### config.mk
export PLATFORM = sky130hd
export DESIGN_NAME = instr_fetch_unit_flat
export DESIGN_NICKNAME = d
export VERILOG_FILES = /design/src/rtl/fetch_pkg.sv /design/src/rtl/instr_fetch_unit_if.sv /design/src/rtl/pc_next_calc.sv /design/src/rtl/instr_fetch_unit.sv /design/src/flat_wrapper.sv
export SDC_FILE = /design/constraint.sdc
export NUM_CORES = 1
export LEC_CHECK = 0
export CAP_MARGIN = 20
export CORE_MARGIN = 3
export CORE_UTILIZATION = 47
export DETAILED_ROUTE_END_ITERATION = 8
export GPL_TIMING_DRIVEN = 0
export PLACE_DENSITY = 0.87
export SLEW_MARGIN = 20
export SYNTH_ARGS = -nofsm -noshare
export SYNTH_HDL_FRONTEND = slang
export SYNTH_SLANG_ARGS = --single-unit
### constraint.sdc
create_clock -name clk -period 6.3 [get_ports clk]
set_clock_uncertainty 0.15 [all_clocks]
set_input_delay 1.89 -clock clk [delete_from_list [all_inputs] [get_ports clk]]
set_output_delay 1.89 -clock clk [all_outputs]
set_load 0.03 [all_outputs]
### src/rtl/fetch_pkg.sv
// Shared constants and FSM encoding for the instruction fetch unit.
// Also holds the word-alignment constants used by the next-PC datapath.
package fetch_pkg;

    localparam int PC_W    = 32;
    localparam int INSTR_W = 32;

    localparam logic [PC_W-1:0]    RESET_PC_DEFAULT  = 32'h0000_0000;
    localparam logic [INSTR_W-1:0] NOP_INSTR_DEFAULT = 32'h0000_0013;

    localparam logic [PC_W-1:0] PC_STEP    = 32'd4;
    localparam logic [PC_W-1:0] ALIGN_MASK = {{(PC_W-2){1'b1}}, 2'b00};

    typedef enum logic [1:0] {
        S_REQ  = 2'd0,
        S_WAIT = 2'd1,
        S_HOLD = 2'd2
    } fetch_state_e;

endpackage

### src/rtl/instr_fetch_unit_if.sv
// Bundle of the instruction-memory port and the decode-side port of the fetch unit.
// The master modport is the fetch unit; the slave modport is memory plus decode.
interface instr_fetch_unit_if;
    import fetch_pkg::*;

    // Handshakes: a request transfers on a cycle where imem_req_valid && imem_req_ready;
    // a response is a single-cycle imem_rsp_valid pulse (no backpressure); an instruction
    // retires on a cycle where instr_valid && instr_ready. A valid output is never dropped
    // or changed before its transfer cycle.
    logic               imem_req_valid;
    logic               imem_req_ready;
    logic [PC_W-1:0]    imem_addr;
    logic               imem_rsp_valid;
    logic [INSTR_W-1:0] imem_rsp_data;
    logic [INSTR_W-1:0] instr;
    logic               instr_valid;
    logic               instr_ready;
    logic [PC_W-1:0]    pc;
    logic [PC_W-1:0]    pc_plus4;
    logic               PCSRC;
    logic [PC_W-1:0]    imm_ext;

    modport master (
        output imem_req_valid, imem_addr, instr, instr_valid, pc, pc_plus4,
        input  imem_req_ready, imem_rsp_valid, imem_rsp_data, instr_ready, PCSRC, imm_ext
    );

    modport slave (
        input  imem_req_valid, imem_addr, instr, instr_valid, pc, pc_plus4,
        output imem_req_ready, imem_rsp_valid, imem_rsp_data, instr_ready, PCSRC, imm_ext
    );

endinterface

### src/rtl/pc_next_calc.sv
// Combinational next-PC datapath: sequential step or word-aligned branch target.
// All arithmetic wraps modulo 2^32.
module pc_next_calc
    import fetch_pkg::*;
(
    input  logic [PC_W-1:0] pc_i,
    input  logic [PC_W-1:0] imm_ext_i,
    input  logic            pcsrc_i,
    output logic [PC_W-1:0] pc_plus4_o,
    output logic [PC_W-1:0] pc_next_o
);

    logic [PC_W-1:0] target;

    assign pc_plus4_o = pc_i + PC_STEP;
    // Odd offsets would produce a misaligned fetch; clear the byte-offset bits.
    assign target     = (pc_i + imm_ext_i) & ALIGN_MASK;
    assign pc_next_o  = pcsrc_i ? target : pc_plus4_o;

endmodule

### src/rtl/instr_fetch_unit.sv
// Single-outstanding instruction fetch: request, wait for the word, hold it until retire.
// The FSM state is exported on state_o for observation.
module instr_fetch_unit
    import fetch_pkg::*;
#(
    parameter logic [PC_W-1:0]    RESET_PC  = RESET_PC_DEFAULT,
    parameter logic [INSTR_W-1:0] NOP_INSTR = NOP_INSTR_DEFAULT
) (
    input  logic               clk,
    input  logic               areset,
    instr_fetch_unit_if.master bus,
    output fetch_state_e       state_o
);

    fetch_state_e       state_q, state_d;
    logic [PC_W-1:0]    pc_q, pc_d;
    logic [INSTR_W-1:0] instr_q, instr_d;
    logic [PC_W-1:0]    pc_plus4;
    logic [PC_W-1:0]    pc_next;
    logic               retire;

    assign retire = (state_q == S_HOLD) && bus.instr_ready;

    pc_next_calc u_pc_next_calc (
        .pc_i       (pc_q),
        .imm_ext_i  (bus.imm_ext),
        .pcsrc_i    (bus.PCSRC),
        .pc_plus4_o (pc_plus4),
        .pc_next_o  (pc_next)
    );

    always_ff @(posedge clk) begin
        if (areset) begin
            state_q <= S_REQ;
            pc_q    <= RESET_PC & ALIGN_MASK;
            instr_q <= NOP_INSTR;
        end else begin
            state_q <= state_d;
            pc_q    <= pc_d;
            instr_q <= instr_d;
        end
    end

    // Responses outside S_WAIT and branch inputs outside a retire are simply not looked at.
    always_comb begin
        state_d = state_q;
        pc_d    = pc_q;
        instr_d = instr_q;
        unique case (state_q)
            S_REQ: begin
                if (bus.imem_req_ready) state_d = S_WAIT;
            end
            S_WAIT: begin
                if (bus.imem_rsp_valid) begin
                    instr_d = bus.imem_rsp_data;
                    state_d = S_HOLD;
                end
            end
            S_HOLD: begin
                if (retire) begin
                    pc_d    = pc_next;
                    state_d = S_REQ;
                end
            end
            default: state_d = S_REQ;
        endcase
    end

    always_comb begin
        bus.imem_req_valid = 1'b0;
        bus.instr_valid    = 1'b0;
        bus.instr          = NOP_INSTR;
        unique case (state_q)
            S_REQ:   bus.imem_req_valid = 1'b1;
            S_HOLD: begin
                bus.instr_valid = 1'b1;
                bus.instr       = instr_q;
            end
            default: ;
        endcase
    end

    assign bus.imem_addr = pc_q;
    assign bus.pc        = pc_q;
    assign bus.pc_plus4  = pc_plus4;
    assign state_o       = state_q;

endmodule

### src/flat_wrapper.sv
// flat-port wrapper written by rule: the top's interface ports become plain ports
module instr_fetch_unit_flat import fetch_pkg::*;
#(
    parameter logic [PC_W-1:0]    RESET_PC  = RESET_PC_DEFAULT,
    parameter logic [INSTR_W-1:0] NOP_INSTR = NOP_INSTR_DEFAULT
)
  (clk, areset, state_o, bus_imem_req_valid, bus_imem_addr, bus_instr, bus_instr_valid, bus_pc, bus_pc_plus4, bus_imem_req_ready, bus_imem_rsp_valid, bus_imem_rsp_data, bus_instr_ready, bus_PCSRC, bus_imm_ext);
  instr_fetch_unit_if bus_i ();
  input  logic clk;
  input  logic areset;
  output fetch_state_e state_o;
  output wire logic [$bits(bus_i.imem_req_valid)-1:0] bus_imem_req_valid;
  output wire logic [$bits(bus_i.imem_addr)-1:0] bus_imem_addr;
  output wire logic [$bits(bus_i.instr)-1:0] bus_instr;
  output wire logic [$bits(bus_i.instr_valid)-1:0] bus_instr_valid;
  output wire logic [$bits(bus_i.pc)-1:0] bus_pc;
  output wire logic [$bits(bus_i.pc_plus4)-1:0] bus_pc_plus4;
  input wire logic [$bits(bus_i.imem_req_ready)-1:0] bus_imem_req_ready;
  input wire logic [$bits(bus_i.imem_rsp_valid)-1:0] bus_imem_rsp_valid;
  input wire logic [$bits(bus_i.imem_rsp_data)-1:0] bus_imem_rsp_data;
  input wire logic [$bits(bus_i.instr_ready)-1:0] bus_instr_ready;
  input wire logic [$bits(bus_i.PCSRC)-1:0] bus_PCSRC;
  input wire logic [$bits(bus_i.imm_ext)-1:0] bus_imm_ext;
  assign bus_imem_req_valid = bus_i.imem_req_valid;
  assign bus_imem_addr = bus_i.imem_addr;
  assign bus_instr = bus_i.instr;
  assign bus_instr_valid = bus_i.instr_valid;
  assign bus_pc = bus_i.pc;
  assign bus_pc_plus4 = bus_i.pc_plus4;
  assign bus_i.imem_req_ready = bus_imem_req_ready;
  assign bus_i.imem_rsp_valid = bus_imem_rsp_valid;
  assign bus_i.imem_rsp_data = bus_imem_rsp_data;
  assign bus_i.instr_ready = bus_instr_ready;
  assign bus_i.PCSRC = bus_PCSRC;
  assign bus_i.imm_ext = bus_imm_ext;
  instr_fetch_unit #(.RESET_PC(RESET_PC), .NOP_INSTR(NOP_INSTR)) u_core (.clk(clk), .areset(areset), .bus(bus_i), .state_o(state_o));
endmodule
# Word level (Yosys, flattened, before mapping)
# Index checks and enable logic that the tools add are counted.
# totals
register_bits	66
in_bits	70
out_inout_bits	132
elab_cells	23
# op_classes
add_sub_neg	2
eq_ne	5
n_mux	8
n_reduce_logical	5
# op_table
operator	n
32-bit 2-to-1 mux	2
32-bit by 3-bit adder with 32-bit output, second input constant	1
32-bit adder	1
2-bit 2-to-1 mux	3
2-bit one-hot mux with 3 select lines	1
2-bit inequality test, second input constant	2
2-bit AND reduction	2
3-bit AND reduction	1
2-bit by 1-bit == test with 1-bit output, second input constant	1
2-bit == test, second input constant	1
2-bit zero test	1
1-bit 2-to-1 mux	2
2-bit by 1-bit inequality test with 1-bit output, second input constant	1
1-bit logical AND	1

# Logic depth before layout (Yosys ltp)
# Gate-level depths: netlist (run 1).
# depth
word_depth	4
depth_mapped	11

# Cells and area by module
# Synthesis (run 1) repeated with hierarchy kept, for this count alone.
# hier_totals
cells_unflattened	718
hier_area_um2	5933.2
# modules_own_cells
module	instances	cells_per_inst	area_each_um2	seq_area_each_um2
instr_fetch_unit	1	356	3439.5	1321.3
pc_next_calc	1	362	2493.6	0.0

# Least setup slack after synthesis (run 1)
# No wires, ideal clock.
# synth_timing
path_kind	register to output
start	register u_core.pc_q[4] (netlist: u_core.bus.imem_addr[4])
end	output bus_pc_plus4[29]
arrival_ns	2.626
required_ns	4.260
slack_ns	1.634
path_stages_with_launch	10
path_buffers	2
cell_sequence	dfxtp_1 -> and3_1 -> and3_1 -> buf_2 -> nand3_2 -> or3_1 -> buf_2 -> nor2_4 -> and3_1 -> xor2_1
# synth_between
elab_chain_cells	1
# synth_lines
item	line	source
start: declaration	instr_fetch_unit.sv:16	logic [PC_W-1:0] pc_q, pc_d;
start signal: assignment	instr_fetch_unit.sv:35	pc_q <= RESET_PC & ALIGN_MASK;
start signal: assignment	instr_fetch_unit.sv:39	pc_q <= pc_d;
32-bit by 3-bit adder with 32-bit output	pc_next_calc.sv:15	assign pc_plus4_o = pc_i + PC_STEP;
end: declaration	flat_wrapper.sv:17	output wire logic [$bits(bus_i.pc_plus4)-1:0] bus_pc_plus4;
# No other way between the ends.

# Final worst setup path (run 1)
# Same ends and word-level chain as after synthesis.

==> results of run 1 <==
## power breakdown
| part | total (mW) | internal, mW | leakage (nW) | switching, mW |
|---|---|---|---|---|
| logic | 0.206 | 0.0961 | 2.20 | 0.110 |
| registers | 0.426 | 0.416 | 0.518 | 0.0104 |
| clock network | 0.403 | 0.223 | 0.110 | 0.180 |
## per-layer routing
metal  share of wire, %  vias up  global-route usage, %
li1                   -     2679                      -
met1                 40     2660                   36.6
met2                 50      296                   50.0
met3                8.2       32                   4.56
met4                1.8        0                   8.39
met5                  0        -                      0
## layout make-up
class                      instances  share of cell area, %
clock buffer                       9                   1.72
inverter                          10                  0.521
timing repair buffer             192                   26.7
sequential                        64                   17.8
tap                              133                   2.31
buffer                            70                   5.56
multi-input combinational        518                   44.1
clock inverter                     7                   1.32
## path summary, 6_finish.rpt
kind,endpoint,cells after the start,slack (ns),startpoint
setup / recovery,bus_pc_plus4[29],10,0.65,u_core.bus.imem_addr[4]
hold / removal,u_core.instr_q[20],2,0.30,u_core.instr_q[20]
setup reg to reg,u_core.bus.imem_addr[31],10,2.69,u_core.bus.imem_addr[2]
hold reg to reg,u_core.instr_q[20],2,0.30,u_core.instr_q[20]
## worst reg2reg max path, delay by kind of cell, from the launching register on
family                   cells  cell delay [ns]
adder cells (fa/ha/maj)      1             0.27
AO/OA/AOI/OAI                7             1.87
flip-flops                   1             0.57
multiplexers                 2             0.64
## placed cells by master (no fill, tap or decap), types with 6 or more instances in the layout
cell and n:
buf_4 36, dfxtp_1 64, clkbuf_1 32, a21o_1 8
conb_1 6, nand2_1 101, ha_1 30, nand2b_1 7
xor2_1 12, and3_1 14, a211oi_1 11, and2_1 34
o21ai_0 30, nor2_1 49, a22oi_1 6, xnor2_1 31
a31oi_1 8, inv_1 10, clkdlybuf4s50_1 192, nor3_1 11
nand3_1 20, a21oi_1 69, clkbuf_8 9
## state kept, by name, indices dropped and copies added, names as in the netlist
| name | cells |
|---|---|
| u_core.instr_q | 32 |
| u_core.bus.imem_addr | 30 |
| u_core.state_o | 2 |
## cell families (layout without fill, tap and decap cells)
kind of cell,count (synthesis),after routing,synth area share [%]
flip-flops,64,64,26.3
AND/OR/NAND/NOR,266,266,26.1
other,1,6,0.0769
buffers and inverters,80,288,8.98
AO/OA/AOI/OAI,169,169,22.2
multiplexers,4,4,0.898
adder cells (fa/ha/maj),30,30,7.70
XOR/XNOR,43,43,7.72
## metrics by stage
step                power (mW)  utilization [%]  hold slack, ns
global route              1.07             72.7           0.322
CTS                       1.03             72.7           0.305
finish                    1.04             72.7           0.301
floorplan                0.546                -           0.279
detailed placement       0.637             70.5           0.294
global placement         0.631             70.5           0.288
==> summary.md, run 1 <==
| Metric | Value |
|---|---|
| Status | complete, no violations |
| Final Cell Area | ~0.0072 mm² |
| Final Hold Vio Count | 0 |
| Fraction of layout cells with a size suffix above 1 | between 8 and 9% |
| Final worst-path cycle share | between 80% and 90% |
| FP Rows | 36 |
| Crit path max-delay family | simple AND/OR/NAND/NOR gates |
| Top-count cell post-synth | nand2_1 |
| Routed via count | 5667 |
| P per Cell Area | approximately 140 mW/mm² |
| Synth area leaders | dfxtp_1 26%, nand2_1 7.8%, ha_1 7.7% |
| Die Y | approximately 110 µm |
| WP buf/inv | 3 |
| Fin cells | 1003 |
| Slew @ Worst Pin | 0.672 ns |
| Final #Nets | between 900 and 1000 |
| Max-capacitance violation count | 0 |
| DR pass1 iterations | 6 |
| Cells after Synth | 657 |
| Crit path DAT | approximately 3.6 ns |
| Final count of pins violating max slew | 0 |
| CP max stage cell | clkdlybuf4s50_1 |
| Num Clock Sinks | between 60 and 70 |
| Top post-synthesis cells by count | 101 x nand2_1, 69 x a21oi_1, 64 x dfxtp_1, 49 x nor2_1, 36 x buf_4 |
| Post-synth EDFFs | 0 |
| Fraction of registers with async set/reset | 0% |
| FF+latch count, synth | between 60 and 70 |
| TNS Setup | 0 ns |
| Setup CP Type | flop to primary output |
| CP endpoint kind | primary output |
| Remaining Overflow, GRT | 0 |
| Die area | roughly 0.012 mm² |
| Gr usage total | roughly 29% |
| Post-DP HPWL | between 10000 and 15000 µm |
| Critical Path Fanout Max | 9 |
| Final WL | between 15000 and 20000 µm |
| Critical path, cell by cell | and3_1, and3_1, buf_2, nand3_2, or3_1, buf_2, nor2_4, and3_1, xor2_1, clkdlybuf4s50_1 |
| Worst slack, placed | about 0.96 ns |
| Unrepaired setup endpoints after global routing | false |
| Root Buffer | clkbuf_8 |
| Htree depth | 3 |
| ANT nets after route | 0 |
| CTS tree | built |
| Clock-pin slew on the worst setup and hold paths | 0.08 ns |
| FF+latch area | 0.00128 mm² |
| Crit-path max cell delay | 0.74 ns |
| Starting density of the core | 49.2% |
| Cells after DPL | 987 |
| HP Class | flop to flop |
| First-pass GRT wire length | about 27000 µm |
| Routed len/inst | about 17 µm |
| Number of global-route vias before repair | 5421 |
| Filler cell count | slightly above 800 |
| Largest net degree at the start of global routing | 13 |
| I/O pin count | about 200 |
| Final setup viols | 0 |
| Dominant synthesized flop cell | dfxtp_1 |
| Post-CTS Setup Repair Bufs | 0 |
| Synth area leader | dfxtp_1 |
| Placed Area | between 0.006 and 0.007 mm² |
| Peak supply drop | ~100 µV |
| Synth Cell Area | slightly below 0.005 mm² |
| Via-per-instance ratio | approximately 5.7 |
| Most used cell, CP | and3_1 |
| Critical Path RT | approximately 4.3 ns |
| Max Buffers Root-to-Sink | 2 |
| Slew margin rel. | around 55% |
| Multi-input logic area | approximately 0.0032 mm² |
| Distinct cell type count after synthesis | 59 |
| Synthesized area per cell | roughly 7.4 µm² |
| CTS Buf Count | 9 |
| Pleak | ~2.8 nW |
| Initial antenna violation count | 0 |
| Final worst slack | ~0.65 ns |
| Share of the synthesized area in the top cell type | about a quarter |
| Startpoint Class | flop |
| Core area | between 0.009 and 0.01 mm² |
| Sequential area share after synthesis | between 20% and 30% |
| Ys Warns | 0 |
| Area Overhead vs Synth | 47.7% |
| Fmax achieved | approximately 180 MHz |
| DRT iter0 DRCs | about 390 |
| # hold bufs at CTS | 0 |
| N_diodes | 0 |
| Post-CTS sizing | 0 |
| DR DRC count | 0 |
| Min cycle time layout | between 5 and 6 ns |
| Number of port buffers | ~190 |
| RePlAce Congestion | roughly 0.94 |
| Chip width | between 100 and 150 µm |
| Clk_lat worst skew | approximately 0.36 ns |
No activity file was read; power rests on OpenSTA's default activity.
==> run 2: changes to the inputs <==
--- a/config.mk
+++ b/config.mk
@@ -5,6 +5,7 @@
 export SDC_FILE = /design/constraint.sdc
 export NUM_CORES = 1
 export LEC_CHECK = 0
+export ABC_CLOCK_PERIOD_IN_PS = 6300
 export CAP_MARGIN = 20
 export CORE_MARGIN = 3
 export CORE_UTILIZATION = 47
==> results of run 2 <==
No change in the layout: final DEF, timing and power equal those of run 1.
